File: src/rtl/pc_seq_pkg.sv
// Shared types and constants for the program counter sequencer.
package pc_seq_pkg;

    localparam int PC_WIDTH = 6;
    localparam logic [PC_WIDTH-1:0] PC_RESET_VEC = '0;

    typedef enum logic [1:0] {
        S_IDLE   = 2'd0,
        S_FETCH  = 2'd1,
        S_HALTED = 2'd2
    } pc_state_e;

endpackage

File: src/rtl/reg_6bit.sv
// PC storage register: loads d on ld, async return to RESET_VEC.
module reg_6bit #(
    parameter int               WIDTH     = 6,
    parameter logic [WIDTH-1:0] RESET_VEC = '0
) (
    input  logic             clk,
    input  logic             rst_n,
    input  logic             ld,
    input  logic [WIDTH-1:0] d,
    output logic [WIDTH-1:0] q
);

    always_ff @(posedge clk or negedge rst_n) begin
        if (!rst_n) begin
            q <= RESET_VEC;
        end else if (ld) begin
            q <= d;
        end
    end

endmodule

File: src/rtl/pc_sequencer.sv
// Fetch sequencer driving the PC register over a valid/ready fetch port.
// Build option: PC_WRAP_TRAP_EN halts on increment wrap instead of rolling to 0.
//
// state    | meaning
// S_IDLE   | PC parked at RESET_VEC, waiting for start
// S_FETCH  | presenting PC to memory, advancing on each handshake
// S_HALTED | stopped after halt (or trapped wrap), PC held for resume
import pc_seq_pkg::*;

module pc_sequencer #(
    parameter int               WIDTH     = PC_WIDTH,
    parameter logic [WIDTH-1:0] RESET_VEC = WIDTH'(PC_RESET_VEC)
) (
    input  logic             clk,
    input  logic             rst_n,
    input  logic             start,
    input  logic             halt,
    input  logic             br_en,
    input  logic [WIDTH-1:0] br_target,
    input  logic             fetch_ready,
    output logic             fetch_valid,
    output logic [WIDTH-1:0] fetch_addr,
    output logic             pc_ld,
    output logic [WIDTH-1:0] pc_next,
    output logic             halted,
    output logic             wrap
);

    pc_state_e state;
    logic      handshake;
    logic      do_inc;
    logic      trap;

    assign fetch_valid = (state == S_FETCH);
    assign halted      = (state == S_HALTED);
    assign handshake   = fetch_valid & fetch_ready;
    // halt also retires the fetch by incrementing, so it counts as an increment
    assign do_inc      = handshake & (halt | ~br_en);
    assign wrap        = do_inc & (&fetch_addr);

`ifdef PC_WRAP_TRAP_EN
    assign trap = wrap;
`else
    assign trap = 1'b0;
`endif

    always_comb begin
        pc_ld   = 1'b0;
        pc_next = (state == S_IDLE) ? RESET_VEC : fetch_addr;
        if (handshake && !trap) begin
            pc_ld   = 1'b1;
            pc_next = do_inc ? fetch_addr + WIDTH'(1) : br_target;
        end
    end

    always_ff @(posedge clk or negedge rst_n) begin
        if (!rst_n) begin
            state <= S_IDLE;
        end else begin
            case (state)
                S_IDLE:   if (start) state <= S_FETCH;
                S_FETCH:  if (handshake && (halt || trap)) state <= S_HALTED;
                S_HALTED: if (start) state <= S_FETCH;
                default:  state <= S_IDLE;
            endcase
        end
    end

    reg_6bit #(
        .WIDTH     (WIDTH),
        .RESET_VEC (RESET_VEC)
    ) u_pc (
        .clk   (clk),
        .rst_n (rst_n),
        .ld    (pc_ld),
        .d     (pc_next),
        .q     (fetch_addr)
    );

endmodule

File: config.mk
export PLATFORM = sky130hd
export DESIGN_NAME = pc_sequencer
export DESIGN_NICKNAME = d
export VERILOG_FILES = /design/src/rtl/pc_seq_pkg.sv /design/src/rtl/reg_6bit.sv /design/src/rtl/pc_sequencer.sv
export SDC_FILE = /design/constraint.sdc
export NUM_CORES = 1
export LEC_CHECK = 0
export ABC_CLOCK_PERIOD_IN_PS = 1300
export BUFFER_PORTS_ARGS = -buffer_cell sky130_fd_sc_hd__buf_2
export CAP_MARGIN = 20
export CORE_MARGIN = 3
export CORE_UTILIZATION = 39
export CTS_BUF_LIST = sky130_fd_sc_hd__clkbuf_4 sky130_fd_sc_hd__clkbuf_8 sky130_fd_sc_hd__clkbuf_16
export DETAILED_ROUTE_END_ITERATION = 8
export PLACE_DENSITY = 0.72
export SLEW_MARGIN = 30
export SYNTH_ARGS = -nofsm -noshare
export SYNTH_HDL_FRONTEND = slang
export SYNTH_SLANG_ARGS = --single-unit
File: constraint.sdc
create_clock -name clk -period 1.3 [get_ports clk]
set_input_delay 0.26 -clock clk [delete_from_list [all_inputs] [get_ports clk]]
set_output_delay 0.26 -clock clk [all_outputs]
set_load 0.05 [all_outputs]
==> results of run 1 <==
-- cell usage in the layout (no fill, tap or decap), types with 2 or more instances in the layout --
cell | Yosys | layout
buf_2 | 0 | 11
a211oi_4 | 0 | 2
nor2b_2 | 1 | 2
o21ai_0 | 3 | 2
nor2b_4 | 0 | 2
nand2_1 | 7 | 7
a21oi_1 | 7 | 3
clkbuf_4 | 0 | 4
nor3_2 | 0 | 2
a21oi_2 | 0 | 3
dfrtp_1 | 8 | 2
o22ai_2 | 1 | 2
buf_8 | 0 | 2
buf_4 | 0 | 24
inv_1 | 2 | 2
nand3_4 | 0 | 3
dfrtp_2 | 0 | 6
nor2_1 | 3 | 2
buf_6 | 0 | 19
-- power by group through the flow --
stage / clock [mW] / combinational, mW / sequential, mW
floorplan: 0 / 1.42 / 0.835
global placement: 0 / 2.46 / 0.480
detailed placement: 0 / 2.50 / 0.483
CTS: 0.243 / 2.97 / 0.504
global route: 0.272 / 3.33 / 0.535
finish: 0.269 / 3.22 / 0.531
-- routing by layer --
metal,up-vias,global-route usage [%]
met4,0,12.65
met3,17,4.472
met5,-,0
li1,349,-
met1,385,33.50
met2,63,48.14
-- final timing paths --
kind                         endpoint  slack (ns)  cells after the start
min in group asynchronous   u_pc.q[4]        0.41                      2
hold reg to reg             u_pc.q[3]        0.66                      2
hold / removal               state[0]        0.25                      3
setup / recovery           pc_next[1]       -0.62                      7
setup reg to reg            u_pc.q[4]       -0.06                      6
max in group asynchronous   u_pc.q[3]        0.67                      2
-- final cells by class --
class,count,area (sq um)
multi-input cells,51,529.3
repair buffers,57,489.2
flip-flops and latches,8,207.7
fillers,32,61.31
clock buffers,4,30.03
well taps,15,18.77
inverters,3,13.76
-- tightest hold or removal path, cell delays in order --
cell and delay [ns]:
buf_2 0.09, inv_1 0.05, o21ai_0 0.07
-- through the flow --
stage	utilization (%)	worst slack, ns
floorplan	-	-0.4824
global placement	76.74	-0.3737
detailed placement	76.74	-0.4103
CTS	91.66	-0.5050
global route	95.46	-0.6540
finish	95.46	-0.6229
-- flip-flops by register name, summed over array words and instances, names as in the netlist --
signal  flops
u_pc.q      6
state       2
-- cell families after synthesis --
| logic type | synth area share, % |
|---|---|
| and+or+nand+nor | 29.65 |
| AOI/OAI and AO/OA | 27.71 |
| DFF | 34.63 |
| buffers and inverters | 5.845 |
| adders and majority gates | 2.164 |
-- repair_timing --
| action | in CTS | in global routing |
|---|---|---|
| pin swaps | 7 | 1 |
| hold buffers | 1 | 0 |
| setup endpoints to repair | 12 | 17 |
| buffers inserted | 3 | 3 |
| hold endpoints to repair | 8 | 0 |
| gates resized for setup | 39 | 12 |
==> impl_metrics.py, run 1 <==
metrics = {
    "run_status": {
        "status": "finished with violations",
        "violations": "negative setup slack",
    },
    "power": {
        "sw_frac_of_total_pct": 53.09,
        "pwr-share-clk_pct": 6.7,
        "p_comb_share_pct": 80.1,
        "p_leak_nw": 0.5776,
        "p_sw_mw": 2.136,
        "power_mw": 4.023,
        "ir_worst_vdd_mv": 2.150,
        "p_int_mw": 1.887,
        "p_seq_share_pct": 13.2,
        "pwr_density_cell_nw_per_um2": 3121,
    },
    "clock_tree": {
        "clock_sinks": 8,
        "cts_buffers": 3,
        "clock_latency_ns": 0.27,
        "htree_levels": 1,
        "clk_pin_slew_ns": 0.09,
        "cts-root-buf": "clkbuf_4",
        "cts_tree": "yes",
        "clockBufferDepth": 2,
    },
    "timing": {
        "slew_violations": 0,
        "hold_viol": 0,
        "worstMarginPinSlew_ns": 0.4439,
        "hold-worst-slack_ns": 0.2455,
        "layout_setup_ws_ns": -0.6229,
        "finalSetupViolations": 12,
        "relSlewSlack_pct": 70.41,
        "rsz0062_at_grt": "yes",
        "fin_skew_ns": 0.01132,
        "post-route-min-period_ns": 1.923,
        "fmax_ghz": 0.5201,
        "tns_ns": -4.672,
        "min_period_over_period_pct": 147.9,
    },
    "drt": {
        "drt-total-wl_mm": 2.892,
        "top_layer_used": "met4",
        "wl_met1_mm": 1.059,
        "final_antenna_net_count": 0,
        "drc": 0,
        "vias": 814,
        "drt-initial-drc-count": 39,
        "first_pass_iters": 4,
        "routedWlPerCell_um": 20.96,
        "vias_per_cell": 5.899,
        "wl_met2_mm": 1.491,
        "wl_met3_um": 244,
    },
    "worst_setup_path": {
        "worstReg2RegStart": "state[1]",
        "worstPathCellList": "nand3b_4, inv_4, buf_6, nor2_4, a31oi_4, and2b_4, buf_8",
        "cp.arrival_ns": 1.66,
        "crit_slowest_cell": "dfrtp_1",
        "required_ns": 1.04,
        "startpoint": "state[1]",
        "path_buf_inv": 3,
        "start_kind": "flop",
        "worst-setup-path-type": "reg -> out",
        "critical_path.max_stage_delay_ns": 0.40,
        "cp-end-kind": "primary output",
        "cp_max_fo": 6,
        "critical_path.top_delay_family": "simple AND/OR/NAND/NOR gates",
    },
    "die": {
        "core_area_sq_um": 1350,
        "boundaryPins": 28,
        "rows": 13,
        "dieArea_sq_um": 1980,
        "start_util_pct": 42.82,
        "fp.dieH_um": 44.50,
        "dieWidth_um": 44.50,
    },
    "logic_synthesis": {
        "synth_area_leaders": "dfrtp_1 35%, a21oi_1 6.1%, nand2_1 4.5%, nand3_1 4.3%, nor2b_1 4.3%",
        "yosysTopAreaCell": "dfrtp_1",
        "syn_nets": 76,
        "synthFlopType": "dfrtp_1",
        "yosys.cell_types.count": 28,
        "netlist_area_sq_um": 578.1,
        "synth-seq-area-share_pct": 34.63,
        "async_reset_ff_share_pct": 100.0,
        "synth_common_cells": "8 x dfrtp_1, 7 x a21oi_1, 7 x nand2_1",
        "ys_seq_elements": 8,
        "yosysWarnings": 0,
        "synth-edff-count": 0,
        "yosysMostFrequentCell": "dfrtp_1",
        "synthCells": 63,
        "synth_top_area_share_pct": 34.63,
        "avgSynthCellArea_sq_um": 9.175,
    },
    "global_route": {
        "grt-ovfl-total": 0,
        "grt_max_degree": 9,
        "antenna_found_initial": 0,
        "grt_pass1_vias": 817,
        "global_route.usage.total_pct": 27.94,
        "grt_pass1_wl_mm": 3.988,
    },
    "worst_hold_path": {
        "hold_path_class": "in -> reg",
        "hold_start": "start",
    },
    "cells_and_area": {
        "num_antenna_cells": 0,
        "area_growth_pct": 122.9,
        "fin_area_sq_um": 1289,
        "drive_above_1_share_pct": 77.24,
        "nets": 137,
        "fin_cells": 138,
    },
    "placed_design": {
        "placed_area_sq_um": 1036,
        "gp_congestion": 0.8252,
        "io_buffers": 27,
        "dp_hpwl_mm": 1.411,
        "dp_cells": 128,
    },
    "run": {
        "max_cap_viol_count": 0,
    },
}
No activity file was read; power rests on OpenSTA's default activity.
==> run 2: changes to the inputs <==
ABC_CLOCK_PERIOD_IN_PS = 1900   (was 1300)
CORE_UTILIZATION = 43   (was 39)
PLACE_DENSITY = 0.75   (was 0.72)
clock period = 1.9 ns   (was 1.3 ns; I/O delays follow)
==> impl_metrics.py, run 2 (same netlist as run 1, synthesis figures left out) <==
metrics = {
    "run_status": {
        "status": "finished with violations",
        "violations": "negative setup slack",
    },
    "clock_tree": {
        "cts_buffers": 3,
        "clockBufferDepth": 2,
        "clock_latency_ns": 0.27,
        "cts_tree": "yes",
        "clock_sinks": 8,
        "clk_pin_slew_ns": 0.06,
        "cts-root-buf": "clkbuf_4",
        "htree_levels": 1,
    },
    "drt": {
        "first_pass_iters": 4,
        "vias": 741,
        "final_antenna_net_count": 0,
        "drt-total-wl_mm": 2.447,
        "drc": 0,
        "routedWlPerCell_um": 19.58,
        "drt-initial-drc-count": 13,
        "vias_per_cell": 5.928,
    },
    "worst_setup_path": {
        "cp_max_fo": 5,
        "worst-setup-path-type": "reg -> out",
        "required_ns": 1.52,
        "cp.arrival_ns": 1.62,
        "start_kind": "flop",
        "cp-end-kind": "primary output",
    },
    "cells_and_area": {
        "n_fill_cell": 41,
        "nets": 125,
        "drive_above_1_share_pct": 70.27,
        "area_growth_pct": 91.13,
        "regArea_sq_um": 203.9,
        "regMostFlops": "u_pc.q",
        "largest_reg_flops": 6,
        "final_common_cell": "buf_2",
        "fin_cells": 125,
        "reg_top3": "u_pc.q x6, state x2",
        "num_antenna_cells": 0,
        "finish.utilization_pct": 93.14,
        "fin_area_sq_um": 1105,
        "multiInputGateArea_sq_um": 508.0,
        "layout_common_cells": "20 x buf_2, 13 x buf_4, 11 x buf_6",
    },
    "die": {
        "dieWidth_um": 42.67,
        "boundaryPins": 28,
        "fp.dieH_um": 42.67,
        "rows": 12,
        "start_util_pct": 48.73,
        "core_area_sq_um": 1186,
        "dieArea_sq_um": 1820,
    },
    "global_route": {
        "top_usage_layer": "met2",
        "grt-ovfl-total": 0,
        "gr-usage-met2_pct": 40.12,
        "grt_pass1_vias": 733,
        "global_route.usage.total_pct": 23.20,
        "grt_util_met1_pct": 26.25,
        "grt_max_degree": 9,
        "use_met3_pct": 5.932,
        "antenna_found_initial": 0,
        "grt_pass1_wl_mm": 3.187,
    },
    "run": {
        "max_cap_viol_count": 0,
    },
    "power": {
        "pwr_density_cell_nw_per_um2": 2162,
        "p_leak_nw": 0.5032,
        "ir_worst_vdd_mv": 1.533,
    },
    "timing": {
        "layout_setup_ws_ns": -0.1001,
        "fin_skew_ns": 0.006133,
        "relSlewSlack_pct": 81.93,
        "post-route-min-period_ns": 2.000,
        "hold_viol": 0,
        "min_period_over_period_pct": 105.3,
        "slew_violations": 0,
        "finalSetupViolations": 6,
        "rsz0062_at_grt": "yes",
        "worstMarginPinSlew_ns": 0.2692,
        "hold-worst-slack_ns": 0.3726,
        "fmax_ghz": 0.5000,
    },
    "placed_design": {
        "dp_cells": 115,
        "gp_congestion": 0.8255,
        "dp_hpwl_mm": 1.363,
        "io_buffers": 27,
        "placed_area_sq_um": 869.6,
    },
    "worst_hold_path": {
        "hold_path_class": "in -> reg",
    },
}
run 2: metal layers:
metal  routed length (um)  vias to the layer above  part of all wire, %
met2                 1258                       49                   51
met3                  183                       15                  7.5
met4                  110                        0                  4.5
met5                    0                        -                    0
li1                     -                      327                    -
met1                  895                      350                   37
run 2: final timing paths:
kind / to / cells after the start / from / slack [ns]
min reg2reg: u_pc.q[2] / 2 / u_pc.q[2] / 0.65
max: pc_next[2] / 6 / state[1] / -0.10
max in group asynchronous: u_pc.q[0] / 2 / rst_n / 1.22
min in group asynchronous: u_pc.q[4] / 2 / rst_n / 0.48
min: state[0] / 3 / start / 0.37
max reg2reg: u_pc.q[5] / 5 / state[0] / 0.67
run 2: through the flow:
stage / TNS, ns / power (mW) / worst slack (ns)
after floorplan: -0.2226 / 1.439 / -0.1119
after global routing: -0.8331 / 2.484 / -0.1479
final: -0.3370 / 2.388 / -0.1001
after detailed placement: -0.03466 / 1.793 / -0.01733
after global placement: 0 / 1.765 / 0.01213
after CTS: -0.07014 / 2.198 / -0.02603
run 2: repair_timing:
item                                    CTS  global route
buffers inserted                          2             3
pin swaps                                 5             5
endpoints found under the hold margin     8             0
endpoints found under the setup margin    7             7
hold buffers                              1             0
resized for setup                        27            11
run 2: worst max-delay path, cell delays in order, from the launching register on:
cell and delay, ns:
dfrtp_1 0.39, nand3b_4 0.21, inv_4 0.11, o21ai_1 0.08, nor2b_4 0.14, a211oi_4 0.22, buf_6 0.19
run 2: area by class of cell:
| class | instances | share of cell area (%) |
|---|---|---|
| Multi-Input combinational cell | 51 | 45.98 |
| Timing Repair Buffer | 45 | 30.01 |
| Sequential cell | 8 | 18.46 |
| Clock buffer | 4 | 2.718 |
| Tap cell | 14 | 1.586 |
| Inverter | 3 | 1.246 |
run 2: report_power, final:
group / switching [mW] / internal, mW
Sequential: 0.134 / 0.251
Combinational: 1.14 / 0.688
Clock: 0.0775 / 0.0957
Total: 1.35 / 1.04
